===== src/rtl/ssd1306_pkg.sv =====
// Shared definitions for the SSD1306 framebuffer path: op codes, writer states and
// framebuffer geometry constants.
package ssd1306_pkg;

    localparam int unsigned FB_BYTES = 1024;
    localparam int unsigned PAGE_H   = 8;

    typedef enum logic [1:0] {
        OP_CLEAR_PX  = 2'b00,
        OP_SET_PX    = 2'b01,
        OP_TOGGLE_PX = 2'b10,
        OP_FILL      = 2'b11
    } op_e;

    typedef enum logic [1:0] {
        S_IDLE   = 2'b00,
        S_READ   = 2'b01,
        S_MODIFY = 2'b10,
        S_FILL   = 2'b11
    } state_e;

endpackage


===== src/rtl/ssd1306_fb_writer_if.sv =====
// Command handshake plus framebuffer RAM port of the framebuffer writer.
// Signal names are from the writer's point of view (slave modport).
interface ssd1306_fb_writer_if #(
    parameter int unsigned ADDR_W = 10
);
    logic              i_Valid;
    logic              o_Ready;
    logic [1:0]        i_Op;
    logic [6:0]        i_X;
    logic [5:0]        i_Y;
    logic [7:0]        i_Pattern;
    logic [ADDR_W-1:0] o_Rd_Addr;
    logic [7:0]        i_Rd_Data;
    logic              o_Wr_En;
    logic [ADDR_W-1:0] o_Wr_Addr;
    logic [7:0]        o_Wr_Data;
    logic              o_Done;
    logic              o_Err;

    modport slave (
        input  i_Valid, i_Op, i_X, i_Y, i_Pattern, i_Rd_Data,
        output o_Ready, o_Rd_Addr, o_Wr_En, o_Wr_Addr, o_Wr_Data, o_Done, o_Err
    );

    modport master (
        output i_Valid, i_Op, i_X, i_Y, i_Pattern, i_Rd_Data,
        input  o_Ready, o_Rd_Addr, o_Wr_En, o_Wr_Addr, o_Wr_Data, o_Done, o_Err
    );
endinterface


===== src/rtl/fb_pixel_map.sv =====
// Pixel to page-organised framebuffer mapping: byte address, bit index, modified byte
// and range check. Purely combinational so drawing blocks can share it.
module fb_pixel_map
    import ssd1306_pkg::*;
#(
    parameter int unsigned WIDTH  = 128,
    parameter int unsigned HEIGHT = 64,
    parameter int unsigned ADDR_W = 10
) (
    input  logic [6:0]        i_X,
    input  logic [5:0]        i_Y,
    input  op_e               i_Op,
    input  logic [7:0]        i_Old,
    output logic [ADDR_W-1:0] o_Addr,
    output logic [2:0]        o_Bit,
    output logic [7:0]        o_New,
    output logic              o_Range_Err
);
    logic [7:0] w_Mask;

    assign o_Bit       = i_Y[2:0];
    assign w_Mask      = 8'b1 << o_Bit;
    assign o_Addr      = ADDR_W'((32'(i_Y) / PAGE_H) * WIDTH + 32'(i_X));
    assign o_Range_Err = (32'(i_X) >= WIDTH) || (32'(i_Y) >= HEIGHT);

    always_comb begin
        o_New = i_Old;
        case (i_Op)
            OP_CLEAR_PX:  o_New = i_Old & ~w_Mask;
            OP_SET_PX:    o_New = i_Old | w_Mask;
            OP_TOGGLE_PX: o_New = i_Old ^ w_Mask;
            default:      ;
        endcase
    end
endmodule


===== src/rtl/ssd1306_fb_writer.sv =====
// Framebuffer writer: per-pixel read-modify-write and whole-buffer fill into the
// page-organised RAM shared with the SSD1306 streamer.
module ssd1306_fb_writer
    import ssd1306_pkg::*;
#(
    parameter int unsigned WIDTH  = 128,
    parameter int unsigned HEIGHT = 64,
    parameter int unsigned ADDR_W = 10
) (
    input logic                 i_Clk,
    input logic                 i_Reset,
    ssd1306_fb_writer_if.slave  bus
);
    state_e            r_State;
    op_e               r_Op;
    logic [6:0]        r_X;
    logic [5:0]        r_Y;
    logic [ADDR_W-1:0] r_Rd_Addr;
    logic [ADDR_W-1:0] r_Wr_Addr;
    logic [7:0]        r_Wr_Data;
    logic              r_Wr_En;
    logic              r_Done;
    logic              r_Err;
    logic [ADDR_W:0]   r_Fill_Cnt;

    logic              w_Idle;
    logic [6:0]        w_X;
    logic [5:0]        w_Y;
    op_e               w_Op;
    logic [ADDR_W-1:0] w_Addr;
    logic [2:0]        w_Bit;
    logic [7:0]        w_New;
    logic              w_Range_Err;

    // In IDLE the map sees the live command so the read address is ready at accept.
    assign w_Idle = (r_State == S_IDLE);
    assign w_X    = w_Idle ? bus.i_X : r_X;
    assign w_Y    = w_Idle ? bus.i_Y : r_Y;
    assign w_Op   = w_Idle ? op_e'(bus.i_Op) : r_Op;

    fb_pixel_map #(
        .WIDTH  (WIDTH),
        .HEIGHT (HEIGHT),
        .ADDR_W (ADDR_W)
    ) u_map (
        .i_X         (w_X),
        .i_Y         (w_Y),
        .i_Op        (w_Op),
        .i_Old       (bus.i_Rd_Data),
        .o_Addr      (w_Addr),
        .o_Bit       (w_Bit),
        .o_New       (w_New),
        .o_Range_Err (w_Range_Err)
    );

    always_ff @(posedge i_Clk) begin
        if (i_Reset) begin
            r_State    <= S_IDLE;
            r_Op       <= OP_CLEAR_PX;
            r_X        <= '0;
            r_Y        <= '0;
            r_Rd_Addr  <= '0;
            r_Wr_Addr  <= '0;
            r_Wr_Data  <= '0;
            r_Wr_En    <= 1'b0;
            r_Done     <= 1'b0;
            r_Err      <= 1'b0;
            r_Fill_Cnt <= '0;
        end else begin
            r_Done <= 1'b0;
            r_Err  <= 1'b0;
            case (r_State)
                S_IDLE: begin
                    if (bus.i_Valid) begin
                        r_Op <= w_Op;
                        r_X  <= bus.i_X;
                        r_Y  <= bus.i_Y;
                        if (w_Op == OP_FILL) begin
                            r_Wr_Addr  <= '0;
                            r_Wr_Data  <= bus.i_Pattern;
                            r_Wr_En    <= 1'b1;
                            r_Fill_Cnt <= (ADDR_W + 1)'(1);
                            r_State    <= S_FILL;
                        end else if (w_Range_Err) begin
                            r_Done <= 1'b1;
                            r_Err  <= 1'b1;
                        end else begin
                            r_Rd_Addr <= w_Addr;
                            r_Wr_Addr <= w_Addr;
                            r_State   <= S_READ;
                        end
                    end
                end
                S_READ: begin
                    r_Wr_En <= 1'b1;
                    r_State <= S_MODIFY;
                end
                S_MODIFY: begin
                    r_Wr_En <= 1'b0;
                    r_Done  <= 1'b1;
                    r_State <= S_IDLE;
                end
                S_FILL: begin
                    // Counter holds the next address; its MSB marks the last byte in flight.
                    if (r_Fill_Cnt[ADDR_W]) begin
                        r_Wr_En <= 1'b0;
                        r_Done  <= 1'b1;
                        r_State <= S_IDLE;
                    end else begin
                        r_Wr_Addr  <= r_Fill_Cnt[ADDR_W-1:0];
                        r_Fill_Cnt <= r_Fill_Cnt + 1'b1;
                    end
                end
                default: r_State <= S_IDLE;
            endcase
        end
    end

    // Read data only arrives in MODIFY, so the pixel write data bypasses the register.
    assign bus.o_Wr_Data = (r_State == S_MODIFY) ? w_New : r_Wr_Data;
    assign bus.o_Ready   = w_Idle;
    assign bus.o_Rd_Addr = r_Rd_Addr;
    assign bus.o_Wr_En   = r_Wr_En;
    assign bus.o_Wr_Addr = r_Wr_Addr;
    assign bus.o_Done    = r_Done;
    assign bus.o_Err     = r_Err;

    a_single_bit_changed : assert property (@(posedge i_Clk) disable iff (i_Reset)
        (r_State == S_MODIFY) |-> (((w_New ^ bus.i_Rd_Data) & ~(8'b1 << w_Bit)) == 8'h00));
endmodule

===== src/flat_wrapper.sv =====
// flat-port wrapper written by rule: the top's interface ports become plain ports
module ssd1306_fb_writer_flat import ssd1306_pkg::*;
#(
    parameter int unsigned WIDTH  = 128,
    parameter int unsigned HEIGHT = 64,
    parameter int unsigned ADDR_W = 10
)
  (i_Clk, i_Reset, bus_i_Valid, bus_i_Op, bus_i_X, bus_i_Y, bus_i_Pattern, bus_i_Rd_Data, bus_o_Ready, bus_o_Rd_Addr, bus_o_Wr_En, bus_o_Wr_Addr, bus_o_Wr_Data, bus_o_Done, bus_o_Err);
  ssd1306_fb_writer_if #(.ADDR_W(ADDR_W)) bus_i ();
  input logic i_Clk;
  input logic i_Reset;
  input wire logic [$bits(bus_i.i_Valid)-1:0] bus_i_Valid;
  input wire logic [$bits(bus_i.i_Op)-1:0] bus_i_Op;
  input wire logic [$bits(bus_i.i_X)-1:0] bus_i_X;
  input wire logic [$bits(bus_i.i_Y)-1:0] bus_i_Y;
  input wire logic [$bits(bus_i.i_Pattern)-1:0] bus_i_Pattern;
  input wire logic [$bits(bus_i.i_Rd_Data)-1:0] bus_i_Rd_Data;
  output wire logic [$bits(bus_i.o_Ready)-1:0] bus_o_Ready;
  output wire logic [$bits(bus_i.o_Rd_Addr)-1:0] bus_o_Rd_Addr;
  output wire logic [$bits(bus_i.o_Wr_En)-1:0] bus_o_Wr_En;
  output wire logic [$bits(bus_i.o_Wr_Addr)-1:0] bus_o_Wr_Addr;
  output wire logic [$bits(bus_i.o_Wr_Data)-1:0] bus_o_Wr_Data;
  output wire logic [$bits(bus_i.o_Done)-1:0] bus_o_Done;
  output wire logic [$bits(bus_i.o_Err)-1:0] bus_o_Err;
  assign bus_i.i_Valid = bus_i_Valid;
  assign bus_i.i_Op = bus_i_Op;
  assign bus_i.i_X = bus_i_X;
  assign bus_i.i_Y = bus_i_Y;
  assign bus_i.i_Pattern = bus_i_Pattern;
  assign bus_i.i_Rd_Data = bus_i_Rd_Data;
  assign bus_o_Ready = bus_i.o_Ready;
  assign bus_o_Rd_Addr = bus_i.o_Rd_Addr;
  assign bus_o_Wr_En = bus_i.o_Wr_En;
  assign bus_o_Wr_Addr = bus_i.o_Wr_Addr;
  assign bus_o_Wr_Data = bus_i.o_Wr_Data;
  assign bus_o_Done = bus_i.o_Done;
  assign bus_o_Err = bus_i.o_Err;
  ssd1306_fb_writer #(.WIDTH(WIDTH), .HEIGHT(HEIGHT), .ADDR_W(ADDR_W)) u_core (.i_Clk(i_Clk), .i_Reset(i_Reset), .bus(bus_i));
endmodule

===== config.mk =====
export PLATFORM = sky130hd
export DESIGN_NAME = ssd1306_fb_writer_flat
export DESIGN_NICKNAME = d
export VERILOG_FILES = /design/src/rtl/ssd1306_pkg.sv /design/src/rtl/ssd1306_fb_writer_if.sv /design/src/rtl/fb_pixel_map.sv /design/src/rtl/ssd1306_fb_writer.sv /design/src/flat_wrapper.sv
export SDC_FILE = /design/constraint.sdc
export NUM_CORES = 1
export LEC_CHECK = 0
export BUFFER_PORTS_ARGS = -buffer_cell sky130_fd_sc_hd__clkbuf_2
export CAP_MARGIN = 15
export CORE_ASPECT_RATIO = 1.5
export CORE_MARGIN = 4
export CORE_UTILIZATION = 26
export CTS_CLUSTER_SIZE = 24
export DETAILED_ROUTE_END_ITERATION = 10
export MAX_ROUTING_LAYER = met4
export PLACE_DENSITY_LB_ADDON = 0.08
export SYNTH_ARGS = -nofsm -noshare
export SYNTH_HDL_FRONTEND = slang
export SYNTH_HIERARCHICAL = 1
export SYNTH_SLANG_ARGS = --single-unit
export TNS_END_PERCENT = 30

===== constraint.sdc =====
create_clock -name i_Clk -period 4.38 [get_ports i_Clk]
set_clock_uncertainty 0.2 [all_clocks]
set_input_delay 0.657 -clock i_Clk [delete_from_list [all_inputs] [get_ports i_Clk]]
set_output_delay 0.657 -clock i_Clk [all_outputs]
set_load 0.02 [all_outputs]

==> metrics.csv, run 1 <==
stage,metric,value,unit
status,outcome,completed,
cells_and_area,multi-input logic area,1770,um^2
placement,Final Wtd Congestion,0.764,
worst_setup_path,Worst R2R Start,u_core/r_State[1]$_SDFFE_PP0P_,
timing,relative slew slack,36.7,%
worst_setup_path,CP max FO,11,
pwr,Comb pwr share,19.0,%
placement,Port Buffers,65,
timing,final cycle utilization of the critical path,90.0,%
drt,Via-to-Cell Ratio,4.69,
min_path,Worst Hold Depth,2,
drt,DRT Pass-1 Iters,4,
worst_setup_path,Critical Path Source Type,flop,
drt,Iter 0 DRT Violations,70,
worst_setup_path,"reg-to-reg slack, setup",2.01,ns
drt,Vias,2634,
floorplan,Initial Util,26.7,%
clock_tree,CTS tree,built,
synthesis,Synth Cell Area,3230,um^2
min_path,hold crit path type,reg -> reg,
worst_setup_path,critical path data required time,3.52,ns
cells_and_area,fillers,1277,
global_routing,largest net degree at the start of global routing,36,
timing,Final min period,3.94,ns
clock_tree,H-tree depth reported by CTS,3,
worst_setup_path,crit path kind,reg -> out,
timing,max-slew violation count,0,
clock_tree,CTS Hold Bufs,0,
clock_tree,clock buffer depth,2,
placement,Post-DP HPWL,6.65,mm
pwr,Net Sw Frac,27.2,%
pwr,Final Total Pwr,1.57,mW
clock_tree,Post-CTS Setup Inserts,0,
pwr,Internal,1.14,mW
timing,Final Setup Violations,0,
global_routing,vias in the first global route,2711,
timing,fmax,254,MHz
floorplan,die width,99.0,um
floorplan,Die Area,14300,um^2
pwr,Leakage Power,1.63,nW
floorplan,Die Ht,145,um
timing,Final TNS setup,0,ns
cells_and_area,Final #Nets,457,
floorplan,FP Rows,49,
timing,worst-margin pin slew,0.949,ns
timing,unrepaired setup endpoints after global routing,false,
drt,DR DRC count,0,
clock_tree,Post-CTS Resized,0,
floorplan,Placeable Area,12100,um^2
floorplan,# IOs,66,
global_routing,Total GRT Usage,13.5,%
drt,WL final,9.03,mm
cells_and_area,layout cells sized above 1,29.8,%
worst_setup_path,critical path startpoint,u_core/r_State[1]$_SDFFE_PP0P_,
clock_tree,Root Buffer,clkbuf_16,
clock_tree,worst skew pair latency,0.32,ns
drt,DR WL/cell,16.1,um
pwr,register share of total power,37.4,%
pwr,Peak VDD IR,0.000112,V
timing,Final WS setup,0.439,ns
synthesis,Yosys warning count,6,
pwr,power per cell area,407,nW/um^2
flow_run,maxcap violations,0,
min_path,hold path endpoint,u_core/r_X[6]$_SDFFE_PP0P_,
cells_and_area,register area,1180,um^2
cells_and_area,antenna fix cells,0,
global_routing,initial antenna violation count,0,
synthesis,cell count after synthesis,360,
clock_tree,Worst-path clk slew,0.05,ns
worst_setup_path,R2R depth,4,
clock_tree,CTS buffer count,9,
global_routing,first-pass GRT wire length,14.3,mm
cells_and_area,Area Growth Syn to Fin,19.1,%
worst_setup_path,crit end category,output pin,
worst_setup_path,crit path DAT,3.08,ns
synthesis,Avg Inst Size Synth,8.97,um^2
min_path,hold path startpoint,u_core/r_X[6]$_SDFFE_PP0P_,
worst_setup_path,RR Endpoint,u_core/r_Fill_Cnt[0]$_SDFFE_PP0P_,
clock_tree,clock tree sinks,59,
pwr,NetSw,0.427,mW
synthesis,synthesized net count,411,
global_routing,grt total ovfl,0,
pwr,Clk network pwr share,43.6,%
drt,Detail Route Antenna Nets,0,
timing,final hold vios,0,
placement,Placement Setup Slack,0.760,ns
power groups by stage:
stage,clock network [mW],logic (mW),registers [mW]
global placement,0,0.300,0.597
finish,0.683,0.297,0.587
detailed placement,0,0.303,0.598
CTS,0.710,0.305,0.587
floorplan,0,0.216,0.611
global route,0.727,0.330,0.591
state kept, by name, indices dropped and copies added, names as in the netlist:
name,count
u_core/bus.o_Err,1
u_core/r_State,2
u_core/r_X,7
u_core/bus.o_Rd_Addr,10
u_core/r_Fill_Cnt,11
u_core/bus.o_Wr_En,1
u_core/bus.o_Done,1
u_core/bus.o_Wr_Addr,10
u_core/r_Y,6
u_core/r_Op,2
u_core/r_Wr_Data,8
routing by layer:
| metal | wire, um | part of all wire (%) | track usage (%) |
|---|---|---|---|
| met1 | 3880 | 43 | 14.7 |
| met2 | 4520 | 50 | 23.0 |
| met3 | 438 | 4.9 | 3.19 |
| met4 | 193 | 2.1 | 6.47 |
| met5 | 0 | 0 | - |
placed cells by master, fill, tap and decap left out, drive strengths merged:
| cell | n |
|---|---|
| and3b | 1 |
| mux2 | 23 |
| a21bo | 1 |
| and4b | 1 |
| clkbuf | 76 |
| o21ai | 1 |
| buf | 4 |
| and4 | 1 |
| nor2b | 1 |
| nand2b | 1 |
| clkinv | 2 |
| bufinv | 1 |
| nor3b | 2 |
| nand4 | 4 |
| xnor2 | 1 |
| and2 | 2 |
| nand2 | 55 |
| or3 | 3 |
| nand3 | 11 |
| a21oi | 30 |
| a22o | 1 |
| a31oi | 2 |
| dfxtp | 59 |
| mux4 | 8 |
| and3 | 4 |
| nor3 | 11 |
| nand3b | 5 |
| a221oi | 11 |
| nor2 | 30 |
| conb | 1 |
| a21o | 1 |
| mux2i | 10 |
| xor2 | 6 |
| inv | 17 |
| or3b | 4 |
| ha | 17 |
| a211oi | 1 |
stage by stage:
stage	area, um^2	utilization (%)	cells	hold WS, ns
after floorplan	3230	-	360	0.234
after global placement	3570	29.5	548	0.239
after detailed placement	3570	29.5	548	0.244
after CTS	3850	31.9	562	0.252
after global routing	3850	31.9	562	0.268
final	3850	31.9	562	0.252
critical path, stage by stage (launching register included):
cell and delay, ns:
dfxtp_1 0.41, nor2_2 0.27, mux2_2 0.43, or3b_2 0.51
ha_1 0.28, mux4_2 0.45, mux2_2 0.27, clkbuf_2 0.15
final cells by class:
type	instances	area share, %
well taps	153	4.97
clock inverters	3	1.04
inverters	17	1.66
multi-input cells	250	46.1
repair buffers	69	9.23
flip-flops and latches	59	30.7
clock buffers	11	6.31
worst max-delay path by stage:
| stage | to | slack (ns) | cells past startpoint |
|---|---|---|---|
| final | bus_o_Wr_Data[2] | 0.44 | 7 |
| after CTS | bus_o_Wr_Data[4] | 0.40 | 7 |
| after global routing | bus_o_Wr_Data[1] | 0.29 | 7 |
| after floorplan | bus_o_Wr_Data[2] | 0.50 | 8 |
| after global placement | bus_o_Wr_Data[4] | 0.81 | 7 |
| after detailed placement | bus_o_Wr_Data[4] | 0.76 | 7 |
(Power assumes the default switching activity.)
==> run 2, diff against run 1 <==
--- a/config.mk
+++ b/config.mk
@@ -7,7 +7,7 @@
 export LEC_CHECK = 0
 export BUFFER_PORTS_ARGS = -buffer_cell sky130_fd_sc_hd__clkbuf_2
 export CAP_MARGIN = 15
-export CORE_ASPECT_RATIO = 1.5
+export CORE_ASPECT_RATIO = 1.2
 export CORE_MARGIN = 4
 export CORE_UTILIZATION = 26
 export CTS_CLUSTER_SIZE = 24
==> run 2 against run 1 <==
  * Total power is 5.0% higher
  * Global-route usage is 0.62 points higher
  * Sequential cell count stayed put
  * Clock-buffer cell count is 1 lower
  * Register-to-register slack better by 0.08 ns
  * Cell count is 1.6% higher
  * Sequential power hardly changed
  * Final area is 1.1% higher
  * Via count is 0.49% higher
  * Fmax is 0.20% lower
  * Critical path depth stayed put
  * Clock power is 11% higher
  * Critical endpoint is now bus_o_Wr_Data[1]
  * Largest power group unchanged
==> metrics.csv, run 2 (synthesized netlist as in run 1, its figures left out) <==
stage,metric,value,unit
floorplan,FP Rows,44,
worst_setup_path,crit path kind,reg -> out,
worst_setup_path,crit end category,output pin,
worst_setup_path,crit-path cells,nor2_2 -> mux2_2 -> or3b_2 -> ha_1 -> mux4_2 -> mux2_2 -> clkbuf_2,
cells_and_area,"commonest non-fill, non-tap cells in the layout","clkbuf_2 (65), dfxtp_1 (59), nand2_1 (55)",
clock_tree,clock tree sinks,59,
global_routing,Total GRT Usage,14.1,%
timing,max-slew violation count,0,
drt,DR WL/cell,15.8,um
clock_tree,H-tree depth reported by CTS,3,
worst_setup_path,crit path DAT,3.09,ns
clock_tree,CTS buffer count,9,
timing,Final TNS setup,0,ns
placement,cell count after placement,556,
global_routing,first-pass GRT wire length,14.5,mm
timing,unrepaired setup endpoints after global routing,false,
floorplan,Die Area,14300,um^2
pwr,Leakage Power,1.64,nW
status,outcome,completed,
worst_setup_path,"reg-to-reg slack, setup",2.09,ns
drt,Via-to-Cell Ratio,4.64,
cells_and_area,final instance area,3890,um^2
clock_tree,clock buffer depth,2,
pwr,power per cell area,423,nW/um^2
min_path,hold crit path type,reg -> reg,
placement,Port Buffers,65,
worst_setup_path,"most used cell, CP",mux2_2,
clock_tree,Post-CTS Setup Inserts,0,
timing,relative slew slack,35.8,%
floorplan,Placeable Area,12100,um^2
cells_and_area,final cell count without fillers,571,
cells_and_area,Largest register FFs,11,
global_routing,grt total ovfl,0,
clock_tree,Worst-path clk slew,0.05,ns
clock_tree,CTS tree,built,
timing,fmax,253,MHz
min_path,hold path startpoint,u_core/r_X[6]$_SDFFE_PP0P_,
pwr,Final Total Pwr,1.64,mW
timing,Final WS setup,0.431,ns
worst_setup_path,Slowest Stage Delay on Critical Path,0.50,ns
timing,final hold slack,0.252,ns
drt,DR DRC count,0,
cells_and_area,post-layout util,32.1,%
worst_setup_path,CP max-delay cell,or3b_2,
global_routing,vias in the first global route,2707,
drt,DRT Pass-1 Iters,4,
cells_and_area,Largest Register,u_core/r_Fill_Cnt,
timing,final hold vios,0,
drt,WL final,9.00,mm
pwr,Peak VDD IR,0.000144,V
floorplan,Initial Util,26.7,%
drt,Detail Route Antenna Nets,0,
floorplan,Die Ht,130,um
worst_setup_path,critical path data required time,3.52,ns
cells_and_area,most common library cell in the layout ignoring fill and taps,clkbuf_2,
worst_setup_path,Critical Path Source Type,flop,
clock_tree,worst skew pair latency,0.33,ns
worst_setup_path,Worst R2R Start,u_core/r_State[1]$_SDFFE_PP0P_,
placement,Post-DP HPWL,6.39,mm
global_routing,largest net degree at the start of global routing,35,
worst_setup_path,Crit path max-delay family,multiplexers,
cells_and_area,layout cells sized above 1,30.2,%
worst_setup_path,sum of buffers and inverters on the critical path,1,
clock_tree,Post-CTS Resized,0,
worst_setup_path,CP max FO,11,
timing,worst-margin pin slew,0.964,ns
placement,Final Wtd Congestion,0.699,
global_routing,initial antenna violation count,0,
cells_and_area,Area Growth Syn to Fin,20.5,%
clock_tree,CTS Hold Bufs,0,
floorplan,# IOs,66,
worst_setup_path,critical path startpoint,u_core/r_State[1]$_SDFFE_PP0P_,
floorplan,die width,110,um
timing,final cycle utilization of the critical path,90.2,%
flow_run,maxcap violations,0,
placement,Placement Setup Slack,0.757,ns
cells_and_area,Final #Nets,457,
placement,placed instance area,3580,um^2
drt,Iter 0 DRT Violations,95,
drt,Vias,2647,
timing,Final Setup Violations,0,
timing,Final min period,3.95,ns
clock_tree,Root Buffer,clkbuf_16,
cells_and_area,antenna fix cells,0,
[run 2: layer usage]
metal / vias up / wire length [um] / part of all wire [%] / GRT usage [%]
met2: 58 / 4440 / 49 / 22.2
li1: 1328 / - / - / -
met5: - / 0 / 0 / -
met1: 1254 / 4070 / 45 / 17.7
met3: 7 / 355 / 3.9 / 3.12
met4: 0 / 131 / 1.5 / 5.06
[run 2: power breakdown]
part	switching, mW	internal [mW]	total, mW
registers	0.0181	0.568	0.586
logic	0.174	0.125	0.299
clock network	0.252	0.508	0.760
[run 2: layout make-up]
type | instances | area (um^2)
tap | 161 | 201
clock inverter | 5 | 77.6
inverter | 17 | 63.8
sequential | 59 | 1180
multi-input combinational | 250 | 1770
timing repair buffer | 69 | 355
clock buffer | 10 | 239
fill | 1303 | 8220
[run 2: path summary, 6_finish.rpt]
check / endpoint / cells past startpoint
setup / recovery: bus_o_Wr_Data[1] / 7
hold / removal: u_core/r_X[6]$_SDFFE_PP0P_ / 2
setup reg to reg: u_core/bus.o_Wr_Addr[0]$_SDFFE_PP0P_ / 4
hold reg to reg: u_core/r_X[6]$_SDFFE_PP0P_ / 2
[run 2: worst min-delay path: cells and delay by family (launching register included)]
kind	cells	cell delay [ns]
DFF	1	0.30
AOI/OAI and AO/OA	1	0.05
and+or+nand+nor	1	0.05
